==> src/rtl/frame_pattern_tx.sv <==
// Test-pattern video source: streams RGB444 frames over a
// valid/ready link with SOP/EOP framing and an inter-frame gap.
module frame_pattern_tx #(
  parameter int IMAGE_WIDTH  = 320,
  parameter int IMAGE_HEIGHT = 240,
  parameter int FRAME_GAP    = 16
) (
  input  logic        clk,
  input  logic        reset_n,
  input  logic        enable,
  input  logic [1:0]  pattern_sel,
  input  logic [11:0] solid_colour,
  input  logic [8:0]  box_x0,
  input  logic [8:0]  box_x1,
  input  logic [7:0]  box_y0,
  input  logic [7:0]  box_y1,
  output logic [11:0] data_out,
  output logic        valid,
  input  logic        ready,
  output logic        startofpacket,
  output logic        endofpacket,
  output logic [15:0] frame_count,
  output logic        busy
);

  localparam int XW =
    (IMAGE_WIDTH > 1) ? $clog2(IMAGE_WIDTH) : 1;
  localparam int YW =
    (IMAGE_HEIGHT > 1) ? $clog2(IMAGE_HEIGHT) : 1;
  localparam int GW =
    (FRAME_GAP > 1) ? $clog2(FRAME_GAP) : 1;
  localparam int BAR_W =
    (IMAGE_WIDTH / 8 > 0) ? IMAGE_WIDTH / 8 : 1;

  localparam logic [XW-1:0] X_MAX = XW'(IMAGE_WIDTH - 1);
  localparam logic [YW-1:0] Y_MAX = YW'(IMAGE_HEIGHT - 1);
  localparam logic [GW-1:0] G_MAX = GW'(FRAME_GAP - 1);

  typedef enum logic [1:0] {
    S_IDLE,
    S_STREAM,
    S_GAP
  } state_t;

  typedef struct packed {
    logic [1:0]  sel;
    logic [11:0] col;
    logic [8:0]  x0;
    logic [8:0]  x1;
    logic [7:0]  y0;
    logic [7:0]  y1;
  } cfg_t;

  state_t        r_state;
  state_t        w_next;
  logic [XW-1:0] r_x;
  logic [YW-1:0] r_y;
  logic [XW-1:0] w_nx;
  logic [YW-1:0] w_ny;
  logic [GW-1:0] r_gap;
  cfg_t          r_cfg;
  cfg_t          w_live;
  cfg_t          w_cfg;
  logic [11:0]   r_data;
  logic [11:0]   w_pix;
  logic          r_sop;
  logic          r_eop;
  logic [15:0]   r_frame_cnt;
  logic          w_xfer;
  logic          w_last;
  logic          w_nlast;
  logic          w_start;

  // Pixel colour as a pure function of frame settings and position.
  function automatic logic [11:0] f_pix(
    input cfg_t          c,
    input logic [XW-1:0] px,
    input logic [YW-1:0] py
  );
    logic [31:0] xe;
    logic [31:0] ye;
    logic [31:0] bar;
    logic        in_box;
    logic [11:0] res;
    xe  = 32'(px);
    ye  = 32'(py);
    bar = xe / 32'(BAR_W);
    if (bar > 32'd7) bar = 32'd7;
    in_box = (xe >= 32'(c.x0)) && (xe < 32'(c.x1)) &&
             (ye >= 32'(c.y0)) && (ye < 32'(c.y1));
    res = 12'h000;
    unique case (c.sel)
      2'd0: res = c.col;
      2'd1: begin
        case (bar[2:0])
          3'd0:    res = 12'hFFF;
          3'd1:    res = 12'hFF0;
          3'd2:    res = 12'h0FF;
          3'd3:    res = 12'h0F0;
          3'd4:    res = 12'hF0F;
          3'd5:    res = 12'hF00;
          3'd6:    res = 12'h00F;
          default: res = 12'h000;
        endcase
      end
      2'd2:    res = in_box ? c.col : 12'h000;
      default: res = {xe[3:0], ye[3:0], 4'h0};
    endcase
    return res;
  endfunction

  assign w_xfer  = (r_state == S_STREAM) && ready;
  assign w_last  = (r_x == X_MAX) && (r_y == Y_MAX);
  assign w_start = (w_next == S_STREAM) &&
                   (r_state != S_STREAM);

  // Snapshot of the live settings, taken at frame start.
  always_comb begin
    w_live     = '0;
    w_live.sel = pattern_sel;
    w_live.col = solid_colour;
    w_live.x0  = box_x0;
    w_live.x1  = box_x1;
    w_live.y0  = box_y0;
    w_live.y1  = box_y1;
  end

  // Next raster position and the pixel registered for it.
  always_comb begin
    w_nx = r_x;
    w_ny = r_y;
    if (w_start) begin
      w_nx = '0;
      w_ny = '0;
    end else if (r_x == X_MAX) begin
      w_nx = '0;
      w_ny = (r_y == Y_MAX) ? '0 : r_y + 1'b1;
    end else begin
      w_nx = r_x + 1'b1;
    end
    w_cfg   = w_start ? w_live : r_cfg;
    w_pix   = f_pix(w_cfg, w_nx, w_ny);
    w_nlast = (w_nx == X_MAX) && (w_ny == Y_MAX);
  end

  // FSM state register.
  always_ff @(posedge clk or negedge reset_n) begin
    if (!reset_n) r_state <= S_IDLE;
    else          r_state <= w_next;
  end

  // FSM next state: frames always run to completion.
  always_comb begin
    w_next = r_state;
    unique case (r_state)
      S_IDLE: begin
        if (enable) w_next = S_STREAM;
      end
      S_STREAM: begin
        if (w_xfer && w_last) w_next = S_GAP;
      end
      S_GAP: begin
        if (r_gap == G_MAX)
          w_next = enable ? S_STREAM : S_IDLE;
      end
      default: w_next = S_IDLE;
    endcase
  end

  // Gap length counter, cleared outside the gap.
  always_ff @(posedge clk or negedge reset_n) begin
    if (!reset_n)             r_gap <= '0;
    else if (r_state == S_GAP) r_gap <= r_gap + 1'b1;
    else                      r_gap <= '0;
  end

  // Raster position, frame settings and output beat registers.
  always_ff @(posedge clk or negedge reset_n) begin
    if (!reset_n) begin
      r_x    <= '0;
      r_y    <= '0;
      r_cfg  <= '0;
      r_data <= 12'h000;
      r_sop  <= 1'b0;
      r_eop  <= 1'b0;
    end else begin
      if (w_start) r_cfg <= w_live;
      if (w_start || (w_xfer && !w_last)) begin
        r_x    <= w_nx;
        r_y    <= w_ny;
        r_data <= w_pix;
        r_sop  <= w_start;
        r_eop  <= w_nlast;
      end else if (w_xfer) begin
        r_data <= 12'h000;
        r_sop  <= 1'b0;
        r_eop  <= 1'b0;
      end
    end
  end

  // Completed-frame counter, bumped on the EOP transfer.
  always_ff @(posedge clk or negedge reset_n) begin
    if (!reset_n)
      r_frame_cnt <= 16'h0000;
    else if (w_xfer && w_last)
      r_frame_cnt <= r_frame_cnt + 16'h0001;
  end

  assign data_out      = r_data;
  assign valid         = (r_state == S_STREAM);
  assign startofpacket = r_sop;
  assign endofpacket   = r_eop;
  assign frame_count   = r_frame_cnt;
  assign busy          = (r_state != S_IDLE);

endmodule
==> config.mk <==
export PLATFORM = sky130hd
export DESIGN_NAME = frame_pattern_tx
export DESIGN_NICKNAME = d
export VERILOG_FILES = /design/src/rtl/frame_pattern_tx.sv
export SDC_FILE = /design/constraint.sdc
export NUM_CORES = 1
export LEC_CHECK = 0
export ABC_AREA = 0
export BUFFER_PORTS_ARGS = -buffer_cell sky130_fd_sc_hd__buf_2
export CAP_MARGIN = 20
export CORE_MARGIN = 2
export CORE_UTILIZATION = 35
export CTS_CLUSTER_DIAMETER = 80
export CTS_CLUSTER_SIZE = 28
export DETAILED_ROUTE_END_ITERATION = 8
export PLACE_DENSITY = 0.65
export RECOVER_POWER = 100
export SYNTH_ARGS = -nofsm -noshare
export SYNTH_HDL_FRONTEND = slang
export SYNTH_SLANG_ARGS = --single-unit
==> constraint.sdc <==
create_clock -name clk -period 4.8 [get_ports clk]
set_clock_uncertainty 0.15 [all_clocks]
set_input_delay 0.96 -clock clk [delete_from_list [all_inputs] [get_ports clk]]
set_output_delay 0.96 -clock clk [all_outputs]
set_load 0.05 [all_outputs]
==> results.sh <==
export IMPL_final_cell_mix="dfrtp_1, nand2_1, inv_1, buf_2, mux2i_1"
export IMPL_cts_clk_slew_worst_paths_ps=80
export IMPL_ant_nets=0
export IMPL_ctsHoldBuffers=0
export IMPL_core_area_mm2=0.01652
export IMPL_dp_hpwl_um=10960
export IMPL_max_freq_mhz=220.9
export IMPL_dp_slack_ps=253.4
export IMPL_vias=4853
export IMPL_synth_async_reset_ratio_pct=100.0
export IMPL_worstPathRequired_ps=4930
export IMPL_area_growth_syn_to_layout_pct=16.43
export IMPL_crit_type="reg -> reg"
export IMPL_place_congestion=0.8963
export IMPL_die_height_um=133.8
export IMPL_wl_met1_um=6928
export IMPL_grt_overflow_total=0
export IMPL_hold_path_class="reg -> reg"
export IMPL_ys_warn_count=0
export IMPL_finalCritPeriodShare_pct=94.31
export IMPL_status="finished with violations"
export IMPL_fin_tns_setup_ps=0
export IMPL_endpoint_kind="register"
export IMPL_synth_nets=702
export IMPL_rows=47
export IMPL_syn_inst=613
export IMPL_grt_pass1_wl_um=24700
export IMPL_grt_usage_pct=17.29
export IMPL_top_layer="met4"
export IMPL_ios=84
export IMPL_violations="capacitance limit, slew limit"
export IMPL_p_clk_share_pct=23.5
export IMPL_grt_max_degree=70
export IMPL_switching_power_w=0.001190
export IMPL_slew_headroom_pct=-17.97
export IMPL_p_comb_share_pct=36.8
export IMPL_cts_buffers=9
export IMPL_crit_path_max_fanout=9
export IMPL_htreeDepth=3
export IMPL_nets=797
export IMPL_slew_viol_final=104
export IMPL_synth_distinct_cells=72
export IMPL_synth_edf_count=0
export IMPL_antenna_cells=0
export IMPL_tritoncts="done"
export IMPL_worst_slack_ps=273.0
export IMPL_vdd_drop_max_mv=0.4233
export IMPL_ys_seq_elements=101
export IMPL_wl_met2_um=6446
export IMPL_drc=0
export IMPL_setup_viol=0
export IMPL_fp_dieArea_mm2=0.01789
export IMPL_clock_latency_ps=360
export IMPL_syn_area_mm2=0.005893
export IMPL_drt_total_wl_um=14470
export IMPL_crit_arrival_ps=4650
export IMPL_rsz0062_at_grt="no"
export IMPL_drive_gt1_share_pct=14.45
export IMPL_start_util_pct=35.66
export IMPL_dr_pass1_iters=5
export IMPL_antenna_found_initial=0
export IMPL_max_cap_violations=2
export IMPL_seq_area_frac_synth_pct=42.89
export IMPL_worst_pin_slew_ps=1769
export IMPL_period_minus_slack_ps=4527
export IMPL_clkSinkCount=101
export IMPL_post_drt_wl_per_cell_um=15.51
export IMPL_cts_root_buf="clkbuf_16"
export IMPL_synth_main_ff_cell="dfrtp_1"
export IMPL_dr_wl_met3_um=875
export IMPL_port_buffers=83
export IMPL_cts_resized=0
export IMPL_power_frac_seq_pct=39.6
export IMPL_synth_area_per_cell_um2=9.614
export IMPL_drt_iter0_drc=217
export IMPL_cts_setup_buffers=0
export IMPL_start_kind="register"
export IMPL_swShare_pct=39.70
export IMPL_grt_pass1_vias=4880
export IMPL_cts_path_max_buffers=2
export IMPL_p_leak_nw=3.558
export IMPL_vias_per_cell=5.202
export IMPL_hold_violations=0
export IMPL_power_internal_w=0.001808
export IMPL_layout_commonest_cell="dfrtp_1"
export IMPL_die_w_um=133.8
export IMPL_power_density_mw_per_mm2=437.0
-- power by group through the flow --
| stage | Clock [W] | Sequential, W | Combinational [W] |
|---|---|---|---|
| floorplan | 0 | 0.00133 | 0.000665 |
| global placement | 0 | 0.00120 | 0.00110 |
| detailed placement | 0 | 0.00120 | 0.00113 |
| CTS | 0.000724 | 0.00119 | 0.00113 |
| global route | 0.000765 | 0.00122 | 0.00125 |
| finish | 0.000705 | 0.00119 | 0.00110 |
-- critical path, stage by stage, from the launching register on --
cell and delay, ps:
dfrtp_1 540, and4_1 340, and4_1 270, clkbuf_1 500, nand2_1 160, nand2_1 160, nor2_1 90, ha_1 330
a211oi_1 230, o221ai_1 140, a31oi_1 200, o211ai_1 120, a211o_1 230, a21oi_1 260, a21oi_1 110, buf_4 170
nand2b_1 220, o211ai_1 210
-- stage by stage --
step / std cells / total power, W / hold WS (ps) / instance area (um2) / util (%)
3_3_place_gp: 917 / 0.002303 / 301.1 / 6650 / 40.24
4_1_cts: 933 / 0.003042 / 314.0 / 6933 / 41.96
2_1_floorplan: 613 / 0.001995 / 283.1 / 5893 / -
6_report: 933 / 0.002999 / 309.5 / 6862 / 41.52
3_5_place_dp: 917 / 0.002325 / 304.6 / 6650 / 40.24
5_1_grt: 933 / 0.003228 / 342.1 / 6862 / 41.52
-- logic make-up (layout without fill, tap and decap cells) --
group | after synthesis | after routing | synth area share, %
XOR/XNOR | 27 | 27 | 4.013
AO/OA/AOI/OAI | 122 | 122 | 14.97
buffers and inverters | 78 | 178 | 5.584
AND/OR/NAND/NOR | 205 | 205 | 17.35
adder cells (fa/ha/maj) | 37 | 37 | 7.856
flip-flops | 101 | 101 | 42.89
multiplexers | 43 | 43 | 7.346
-- sequential cells by signal (all words and copies together) (netlist names) --
signal and cells:
data_out 12, endofpacket 1, frame_count 16, r_cfg 48, r_gap 4, r_state 2, r_x 9, r_y 8
startofpacket 1
-- layer usage --
metal	global-route usage, %	up-vias
met1	23.67	2307
met5	0	-
li1	-	2370
met4	4.137	0
met2	27.35	156
met3	4.566	20
-- synth_stat cells, types with 4 or more instances --
| master | instances | share of area [%] |
|---|---|---|
| nand3_1 | 27 | 2.3 |
| a21o_1 | 8 | 1.0 |
| nand2b_1 | 5 | 0.53 |
| mux2i_1 | 41 | 7.0 |
| nand4_1 | 7 | 0.74 |
| nor2_1 | 37 | 2.4 |
| a22o_1 | 8 | 1.2 |
| clkbuf_1 | 11 | 0.70 |
| buf_4 | 5 | 0.64 |
| nor4_1 | 4 | 0.42 |
| nand2_1 | 72 | 4.6 |
| o211ai_1 | 10 | 1.3 |
| inv_1 | 55 | 3.5 |
| xnor2_1 | 16 | 2.4 |
| a31oi_1 | 7 | 0.74 |
| o21ai_0 | 24 | 2.0 |
| dfrtp_1 | 101 | 43 |
| ha_1 | 37 | 7.9 |
| a21oi_1 | 22 | 1.9 |
| xor2_1 | 11 | 1.6 |
| nor3_1 | 7 | 0.59 |
| a211oi_1 | 6 | 0.76 |
| or3_1 | 9 | 0.96 |
| o21a_1 | 4 | 0.51 |
| nor2b_1 | 6 | 0.64 |
| and3_1 | 10 | 1.1 |
| buf_2 | 4 | 0.34 |
-- worst paths after layout --
path                       startpoint           to  slack (ps)  cells after the start
min                          r_gap[0]     r_gap[0]         310                      1
min reg2reg                  r_gap[0]     r_gap[0]         310                      1
max in group asynchronous     reset_n     r_cfg[4]        1220                      2
max                            r_x[2]  data_out[1]         270                     17
max reg2reg                    r_x[2]  data_out[1]         270                     17
min in group asynchronous     reset_n     r_gap[0]         900                      1
-- area by class of cell --
cell class	count	area (um2)
inverter	57	219.0
clock buffer	9	225.2
clock inverter	7	57.56
timing repair buffer	105	514.2
fill	1667	9663
sequential	101	2527
tap	220	275.3
multi-input combinational	434	3043
Note: power is estimated with default switching activity, not from simulation.
